<file path="src/rtl/risc16_pkg.sv">
// risc16_pkg: opcodes, control-field encodings and FSM states for the multi-cycle RiSC-16 control unit.
package risc16_pkg;
    localparam logic [2:0] OP_ADD  = 3'd0;
    localparam logic [2:0] OP_ADDI = 3'd1;
    localparam logic [2:0] OP_NAND = 3'd2;
    localparam logic [2:0] OP_LUI  = 3'd3;
    localparam logic [2:0] OP_SW   = 3'd4;
    localparam logic [2:0] OP_LW   = 3'd5;
    localparam logic [2:0] OP_BEQ  = 3'd6;
    localparam logic [2:0] OP_JALR = 3'd7;

    localparam logic [1:0] FUNC_ADD  = 2'b00;
    localparam logic [1:0] FUNC_NAND = 2'b01;
    localparam logic [1:0] FUNC_PASS = 2'b10;
    localparam logic [1:0] FUNC_CMP  = 2'b11;

    localparam logic [1:0] PC_INC = 2'b00;
    localparam logic [1:0] PC_BR  = 2'b01;
    localparam logic [1:0] PC_REG = 2'b10;

    localparam logic [1:0] TGT_MEM = 2'b00;
    localparam logic [1:0] TGT_ALU = 2'b01;
    localparam logic [1:0] TGT_PC  = 2'b10;

    typedef enum logic [2:0] {
        S_START, S_FETCH, S_DECODE, S_EXEC, S_MEM, S_WB, S_HALT, S_ERROR
    } state_e;
endpackage

</file>
<file path="src/rtl/risc16_decode.sv">
// risc16_decode: combinational opcode to static ALU/operand/read-port select decoder.
module risc16_decode
    import risc16_pkg::*;
(
    input  logic [2:0] op_i,
    output logic [1:0] func_o,
    output logic       alu1_o,
    output logic       alu2_o,
    output logic       rf_o
);
    always_comb begin
        func_o = op_i == OP_NAND ? FUNC_NAND :
                 op_i == OP_LUI  ? FUNC_PASS :
                 op_i == OP_BEQ  ? FUNC_CMP  : FUNC_ADD;
        alu1_o = op_i == OP_LUI;
        alu2_o = op_i == OP_ADDI || op_i == OP_LW || op_i == OP_SW;
        rf_o   = op_i == OP_SW || op_i == OP_BEQ;
    end
endmodule

</file>
<file path="src/rtl/risc16_mc_control.sv">
// risc16_mc_control: multi-cycle RiSC-16 sequencer with memory handshakes, timeout,
// halt detection and a retired-instruction counter.
module risc16_mc_control
    import risc16_pkg::*;
#(
    parameter int TIMEOUT_CYCLES = 255,
    parameter int TO_W           = 8,
    parameter int CNT_W          = 32
) (
    input  logic             clk,
    input  logic             rst_n,
    input  logic [2:0]       op,
    input  logic             EQ,
    input  logic             halt_imm,
    input  logic             imem_ack,
    input  logic             dmem_ack,
    output logic             imem_req,
    output logic             dmem_req,
    output logic             ir_we,
    output logic             pc_we,
    output logic [1:0]       FUNC_alu,
    output logic             MUX_alu1,
    output logic             MUX_alu2,
    output logic [1:0]       MUX_pc,
    output logic             MUX_rf,
    output logic [1:0]       MUX_tgt,
    output logic             WE_rf,
    output logic             WE_dmem,
    output logic             halted,
    output logic             err_timeout,
    output logic [CNT_W-1:0] retired
);
    localparam logic [TO_W:0] LIM = (TO_W + 1)'(TIMEOUT_CYCLES);

    state_e           state_q, state_d;
    logic [TO_W-1:0]  wait_q, wait_d;
    logic [CNT_W-1:0] ret_q, ret_d;
    logic [1:0]       func;
    logic             alu1, alu2, rf;
    logic             ack, req, expire, retire, live;

    risc16_decode u_dec (
        .op_i   (op),
        .func_o (func),
        .alu1_o (alu1),
        .alu2_o (alu2),
        .rf_o   (rf)
    );

    always_comb begin
        req    = state_q == S_FETCH || state_q == S_MEM;
        ack    = state_q == S_FETCH ? imem_ack : dmem_ack;
        // an ack on the limit cycle wins over the timeout
        expire = req && !ack && TIMEOUT_CYCLES != 0 && {1'b0, wait_q} + (TO_W + 1)'(1) == LIM;
        wait_d = req && !ack ? wait_q + TO_W'(1) : '0;
        retire = state_q == S_WB || (state_q == S_EXEC && op == OP_BEQ) ||
                 (state_q == S_MEM && op == OP_SW && dmem_ack);
        ret_d  = ret_q + CNT_W'(retire);
        state_d = state_q;
        case (state_q)
            S_START:  state_d = S_FETCH;
            S_FETCH:  state_d = expire ? S_ERROR : imem_ack ? S_DECODE : S_FETCH;
            S_DECODE: state_d = S_EXEC;
            S_EXEC:   state_d = op == OP_BEQ ? S_FETCH :
                                (op == OP_LW || op == OP_SW) ? S_MEM :
                                (op == OP_JALR && halt_imm) ? S_HALT : S_WB;
            S_MEM:    state_d = expire ? S_ERROR : !dmem_ack ? S_MEM : op == OP_SW ? S_FETCH : S_WB;
            S_WB:     state_d = S_FETCH;
            default:  state_d = state_q;
        endcase
    end

    always_comb begin
        live        = state_q == S_DECODE || state_q == S_EXEC || state_q == S_MEM || state_q == S_WB;
        imem_req    = state_q == S_FETCH;
        ir_we       = imem_req && imem_ack;
        dmem_req    = state_q == S_MEM;
        WE_dmem     = dmem_req && op == OP_SW;
        WE_rf       = state_q == S_WB;
        pc_we       = retire;
        FUNC_alu    = live ? func : FUNC_ADD;
        MUX_alu1    = live && alu1;
        MUX_alu2    = live && alu2;
        MUX_rf      = live && rf;
        MUX_pc      = WE_rf && op == OP_JALR ? PC_REG :
                      state_q == S_EXEC && op == OP_BEQ && EQ ? PC_BR : PC_INC;
        MUX_tgt     = !WE_rf || op == OP_LW ? TGT_MEM : op == OP_JALR ? TGT_PC : TGT_ALU;
        halted      = state_q == S_HALT;
        err_timeout = state_q == S_ERROR;
        retired     = ret_q;
    end

    always_ff @(posedge clk or negedge rst_n) begin
        if (!rst_n) begin
            state_q <= S_START;
            wait_q  <= '0;
            ret_q   <= '0;
        end else begin
            state_q <= state_d;
            wait_q  <= wait_d;
            ret_q   <= ret_d;
        end
    end
endmodule

</file>
<file path="config.mk">
export PLATFORM = sky130hd
export DESIGN_NAME = risc16_mc_control
export DESIGN_NICKNAME = d
export VERILOG_FILES = /design/src/rtl/risc16_pkg.sv /design/src/rtl/risc16_decode.sv /design/src/rtl/risc16_mc_control.sv
export SDC_FILE = /design/constraint.sdc
export NUM_CORES = 1
export LEC_CHECK = 0
export BUFFER_PORTS_ARGS = -buffer_cell sky130_fd_sc_hd__clkbuf_2
export CAP_MARGIN = 10
export CORE_MARGIN = 2
export CORE_UTILIZATION = 45
export DETAILED_ROUTE_END_ITERATION = 8
export PLACE_DENSITY = 0.68
export SYNTH_ARGS = -nofsm -noshare
export SYNTH_HDL_FRONTEND = slang
export SYNTH_SLANG_ARGS = --single-unit
</file>
<file path="constraint.sdc">
create_clock -name clk -period 3 [get_ports clk]
set_input_delay 0.75 -clock clk [delete_from_list [all_inputs] [get_ports clk]]
set_output_delay 0.75 -clock clk [all_outputs]
set_load 0.01 [all_outputs]
</file>
Word-level counts from Yosys, hierarchy flattened
Cells that the tools add are included.
{"block": "totals", "input_bits": 9, "output_inout_bits": 49, "reg_bits": 43, "elab_cells": 68}
{"block": "classes", "n_addsub": 3, "reduce_logical": 28, "eq_ne": 15, "muxes": 19}
{"cell": "$add A32 B1 Y32", "n": 1}
{"cell": "$eq A3 B3 Y1 const B", "n": 8}
{"cell": "$mux W2", "n": 10}
{"cell": "$mux W3", "n": 5}
{"cell": "$pmux W3 S5", "n": 1}
{"cell": "$eq A3 B2 Y1 const B", "n": 4}
{"cell": "$logic_and A1 B1 Y1", "n": 12}
{"cell": "$logic_or A1 B1 Y1", "n": 11}
{"cell": "$add A8 B1 Y9 const B", "n": 1}
{"cell": "$eq A9 B8 Y1 const B", "n": 1}
{"cell": "$add A8 B1 Y8 const B", "n": 1}
{"cell": "$mux W8", "n": 1}
{"cell": "$eq A3 B1 Y1 const B", "n": 2}
{"cell": "$reduce_bool A5 Y1", "n": 1}
{"cell": "$logic_not A3 Y1", "n": 1}
{"cell": "$logic_not A1 Y1", "n": 2}
{"cell": "$mux W1", "n": 2}
{"cell": "$reduce_or A2 Y1", "n": 1}

Logic depth before layout (Yosys ltp)
{"block": "logic_depth", "depth_word": 7, "mapped_depth": 12, "ltp_nobuf": 11}

Hierarchy
From an unflattened synthesis, not the netlist that was laid out.
{"block": "unflattened", "hier_cells": 226, "area_unflattened_um2": 2205.9}
{"module": "risc16_mc_control", "n_inst": 1, "seq_area_each_um2": 1076.0, "cells_each": 218, "area_per_inst_um2": 2162.1}
{"module": "risc16_decode", "n_inst": 1, "seq_area_each_um2": 0.0, "cells_each": 8, "area_per_inst_um2": 43.8}

Worst setup path before layout
OpenSTA, ideal clock, no wires.
{"block": "synth_path", "kind": "input port to flip-flop", "from": "in op[0]", "to": "reg ret_q[26], in the netlist retired[26]", "path_slack_ns": -0.018, "stages": 12, "arrival_time_ns": 2.893, "setup_ns": 0.125, "path_buffers": 1, "required_ns": 2.875, "cell_sequence": "nand2b_1 > nor2_1 > a21oi_1 > o21ai_0 > ha_1 > ha_1 > and4_1 > nor2b_1 > and2_0 > buf_2 > nand4_1 > xnor2_1"}
{"block": "synth_via", "elab_chain_len": 5, "word_cells_on_any_way": 8, "classes_between": "add/sub: 1; eq/ne: 2; reduce/logical: 5"}
{"item": "start, declared", "line_no": "risc16_mc_control.sv:12", "rtl": "input logic [2:0] op,"}
{"item": "$eq A3 B3 Y1, on equally long branches", "line_no": "risc16_mc_control.sv:56, risc16_mc_control.sv:57"}
{"item": "$logic_and A1 B1 Y1, on equally long branches", "line_no": "risc16_mc_control.sv:56, risc16_mc_control.sv:57"}
{"item": "$logic_or A1 B1 Y1 or $logic_and A1 B1 Y1 (tied branches)", "line_no": "risc16_mc_control.sv:56, risc16_mc_control.sv:57"}
{"item": "$logic_or A1 B1 Y1 *", "line_no": "risc16_mc_control.sv:56", "rtl": "retire = state_q == S_WB || (state_q == S_EXEC && op == OP_BEQ) ||"}
{"item": "net pc_we", "line_no": "risc16_mc_control.sv:20", "rtl": "output logic pc_we,"}
{"item": "$add A32 B1 Y32 *", "line_no": "risc16_mc_control.sv:58", "rtl": "ret_d = ret_q + CNT_W'(retire);"}
{"item": "net ret_d[26]", "line_no": "risc16_mc_control.sv:37", "rtl": "logic [CNT_W-1:0] ret_q, ret_d;"}
{"item": "end signal, assigned", "line_no": "risc16_mc_control.sv:101", "rtl": "ret_q <= ret_d;"}
{"item": "end, declared", "line_no": "risc16_mc_control.sv:37"}
The timed path passes the listed nets; every way through them passes the cells marked *.
A chain may end at the register's enable or synchronous reset.

Worst setup path after layout
{"block": "layout_path", "from": "in op[2]", "to": "reg ret_q[28], in the netlist retired[28]"}
{"block": "layout_via", "elab_chain_len": 5, "word_cells_on_any_way": 8, "classes_between": "add/sub: 1; eq/ne: 2; reduce/logical: 5"}
{"item": "$eq A3 B3 Y1, on equally long branches", "line_no": "risc16_mc_control.sv:56, risc16_mc_control.sv:57"}
{"item": "$logic_and A1 B1 Y1, on equally long branches", "line_no": "risc16_mc_control.sv:56, risc16_mc_control.sv:57"}
{"item": "$logic_or A1 B1 Y1 or $logic_and A1 B1 Y1 (tied branches)", "line_no": "risc16_mc_control.sv:56, risc16_mc_control.sv:57"}
{"item": "$logic_or A1 B1 Y1 *", "line_no": "risc16_mc_control.sv:56"}
{"item": "$add A32 B1 Y32 *", "line_no": "risc16_mc_control.sv:58"}
{"item": "net ret_d[28]", "line_no": "risc16_mc_control.sv:37"}
Marks and branches as above.

==> run_results.csv <==
group,metric,value,unit
worst_setup_path,crit_fanout,7,
worst_setup_path,path_cells,"clkbuf_2, nor2b_1, nand4_1, o21ai_1, ha_1, ha_1, and4_1, nor2b_1, and2_0, nand4_1, xnor2_1",
floorplan,num_io_pins,58,
logic_synthesis,synth_compound_area_share,5.81,%
drt,wl_per_cell,12.6,um
power,power.density,595,mW/mm^2
floorplan,dieHeight,72.5,um
worst_setup_path,slowest_stage,"and2_0",
logic_synthesis,syn_area_per_cell,10.0,um^2
floorplan,core,0.00444,mm^2
finish,drive_gt1_share,27.3,%
finish,final_common_cell,"clkbuf_2",
worst_hold_path,hp-class,"register to register",
worst_setup_path,r2r-end,"retired[28]",
logic_synthesis,synth_xor_area_share,15.3,%
finish,final_cell_mix,"57 x clkbuf_2, 43 x dfrtp_1, 30 x xnor2_1, 25 x nor2_1, 20 x nand2_1",
floorplan,start_util,47.5,%
clocking,cts.htree.levels,2,
clocking,cts_sinks,43,
logic_synthesis,seq_area_frac_synth,50.9,%
worst_hold_path,min_to,"retired[31]",
sta,holdWs,0.477,ns
grt,gr-total-overflow,0,
logic_synthesis,ys_warn_count,0,
sta,timing.setup.tns,0,ns
floorplan,die_area,0.00526,mm^2
place,portBuffers,57,
logic_synthesis,synth_top_family_by_area,"simple AND/OR/NAND/NOR gates",
worst_setup_path,worst-path-buf-inv,1,
grt,grt_first_pass_wirelength,6840,um
logic_synthesis,synth_area_leader_cell,"dfrtp_1",
sta,fin_crit_sh,87.3,%
clocking,cts_tree,"built",
worst_setup_path,setup.worst_path.end_class,"register",
finish,fillCellCount,418,
finish,area_growth,22.6,%
logic_synthesis,synth_nets,224,
clocking,clk_path_buf_depth,2,
clocking,cts_setup_buffers,0,
worst_setup_path,startpoint_type,"input port",
sta,setup_viol_count_final,0,
logic_synthesis,synthSimpleGateAreaFrac,23.5,%
logic_synthesis,synthAdderAreaFrac,2.37,%
drt,drtIter0Drc,133,
logic_synthesis,synth.distinct_cells,34,
sta,worst_pin_slew,0.557,ns
worst_setup_path,critical_path.top_delay_family,"simple AND/OR/NAND/NOR gates",
power,p_leak,1.27,nW
clocking,numCtsBuffers,5,
finish,antenna_cells,0,
place,gp_congestion,0.802,
logic_synthesis,synth_top_area_share,50.9,%
drt,postRouteAntennaNets,0,
grt,grt_pass1_vias,1591,
grt,grt_max_degree,44,
power,ir_drop,0.309,mV
floorplan,die_x,72.5,um
drt,vias_per_cell,5.21,
worst_setup_path,r2r-start,"state_q[2]",
drt,wl,4160,um
worst_setup_path,path_class,"input port to register",
worst_hold_path,min-delay-start,"retired[31]",
clocking,cts.repair.resized,0,
worst_setup_path,r2r_slack,0.42,ns
logic_synthesis,syn_inst,211,
grt,grt_util_all_layers,16.6,%
logic_synthesis,ys_ff_latch,43,
job,drv_cap,0,
floorplan,rows,24,
drt,vias,1720,
outcome,outcome,"finished clean",
grt,antenna_found_initial,0,
sta,min_period,2.62,ns
worst_setup_path,max_stage_delay,0.31,ns
sta,drv_slew,0,
sta,setup_ws,0.382,ns
logic_synthesis,synth_mux_area_share,0,%
drt,firstDrtPassIters,4,
worst_setup_path,worstPathArrival,2.80,ns
sta,finalHoldViolations,0,
sta,clock_skew,0.0113,ns
sta,fmax,0.382,GHz
worst_setup_path,worstPathRequired,3.19,ns
clocking,hold_buffers,0,
clocking,clk_pin_slew,0.08,ns
clocking,cts_root_buf,"clkbuf_8",
drt,drc,0,
logic_synthesis,syn_area,0.00211,mm^2
logic_synthesis,synth.area.top_cells,"dfrtp_1 51%, xnor2_1 12%, nor2_1 4.4%, nand2_1 3.6%, nand4_1 3.3%",
place,dp_hpwl,3110,um
place,place_ws,0.0643,ns
sta,relSlewSlack,62.6,%
worst_hold_path,worstHoldPathCells,1,
finish,fin_nets,290,
clocking,clk_latency,0.29,ns
sta,rsz0062_at_grt,"false",
worst_setup_path,rr_worst_depth,10,
[power breakdown]
part,total (mW),internal [mW],switching [mW],leakage [nW]
Combinational,0.406,0.175,0.231,0.635
Sequential,0.734,0.640,0.0939,0.585
Clock,0.400,0.209,0.191,0.0505
Total,1.54,1.02,0.516,1.27
[worst register-to-register path: cells and delay by family (launching register included)]
family | cells | cell delay [ns]
simple gates | 6 | 1.29
flops | 1 | 0.47
fa+ha+maj | 2 | 0.43
xor+xnor | 1 | 0.16
compound gates | 1 | 0.14
[metrics by stage]
stage | area (um^2) | utilization [%] | std cells | power (mW)
detailed placement | 2490 | 55.9 | 322 | 1.16
floorplan | 2110 | - | 211 | 0.994
CTS | 2590 | 58.3 | 330 | 1.56
finish | 2590 | 58.3 | 330 | 1.54
global route | 2590 | 58.3 | 330 | 1.63
global placement | 2490 | 55.9 | 322 | 1.16
[registers in the layout, summed over array words and instances, names as in the netlist]
name     count
state_q      3
retired     32
wait_q       8
[kinds of logic (layout without fill, tap and decap cells)]
family                   Yosys count  after routing
XOR/XNOR                          37             37
adder cells (fa/ha/maj)            4              4
AO/OA/AOI/OAI                     18             18
buffers and inverters             11             78
flip-flops                        43             43
AND/OR/NAND/NOR                   98             98
[worst max-delay path by stage]
stage	endpoint	startpoint	slack, ns	cells past startpoint
3_5_place_dp	retired[28]	op[0]	0.06	12
6_report	retired[28]	op[2]	0.38	11
5_1_grt	retired[30]	op[2]	0.12	11
2_1_floorplan	retired[26]	op[0]	0.11	12
3_3_place_gp	retired[30]	op[0]	0.14	12
4_1_cts	retired[28]	op[0]	0.39	12
[cell type report]
type | instances | area (um^2) | share of cell area (%)
clock buffer | 7 | 96.3 | 3.72
clock inverter | 1 | 7.51 | 0.290
inverter | 8 | 30.0 | 1.16
multi-input combinational | 157 | 992 | 38.3
sequential | 43 | 1080 | 41.5
tap | 52 | 65.1 | 2.51
timing repair buffer | 62 | 323 | 12.5
[cells in the mapped netlist, drive strengths merged]
master	count
o31ai	1
dfrtp	43
and4	2
xor2	7
xnor2	30
nand4	11
nand2b	6
nand2	20
o41ai	1
clkbuf	1
ha	4
inv	8
nor3b	1
and2	2
a31oi	1
a211o	1
a21o	1
buf	2
o21ai	6
nor2b	3
nor2	26
o22ai	1
a21boi	2
or4	1
a21oi	4
and3	6
nand3	14
nor3	4
or3	1
nor4	1
[routing by layer]
layer	vias up	track usage [%]	part of all wire (%)
li1	846	-	-
met3	4	5.00	4.8
met5	-	0	0
met1	833	19.6	44
met2	37	28.6	51
met4	0	6.17	0.89
(Power assumes the default switching activity.)
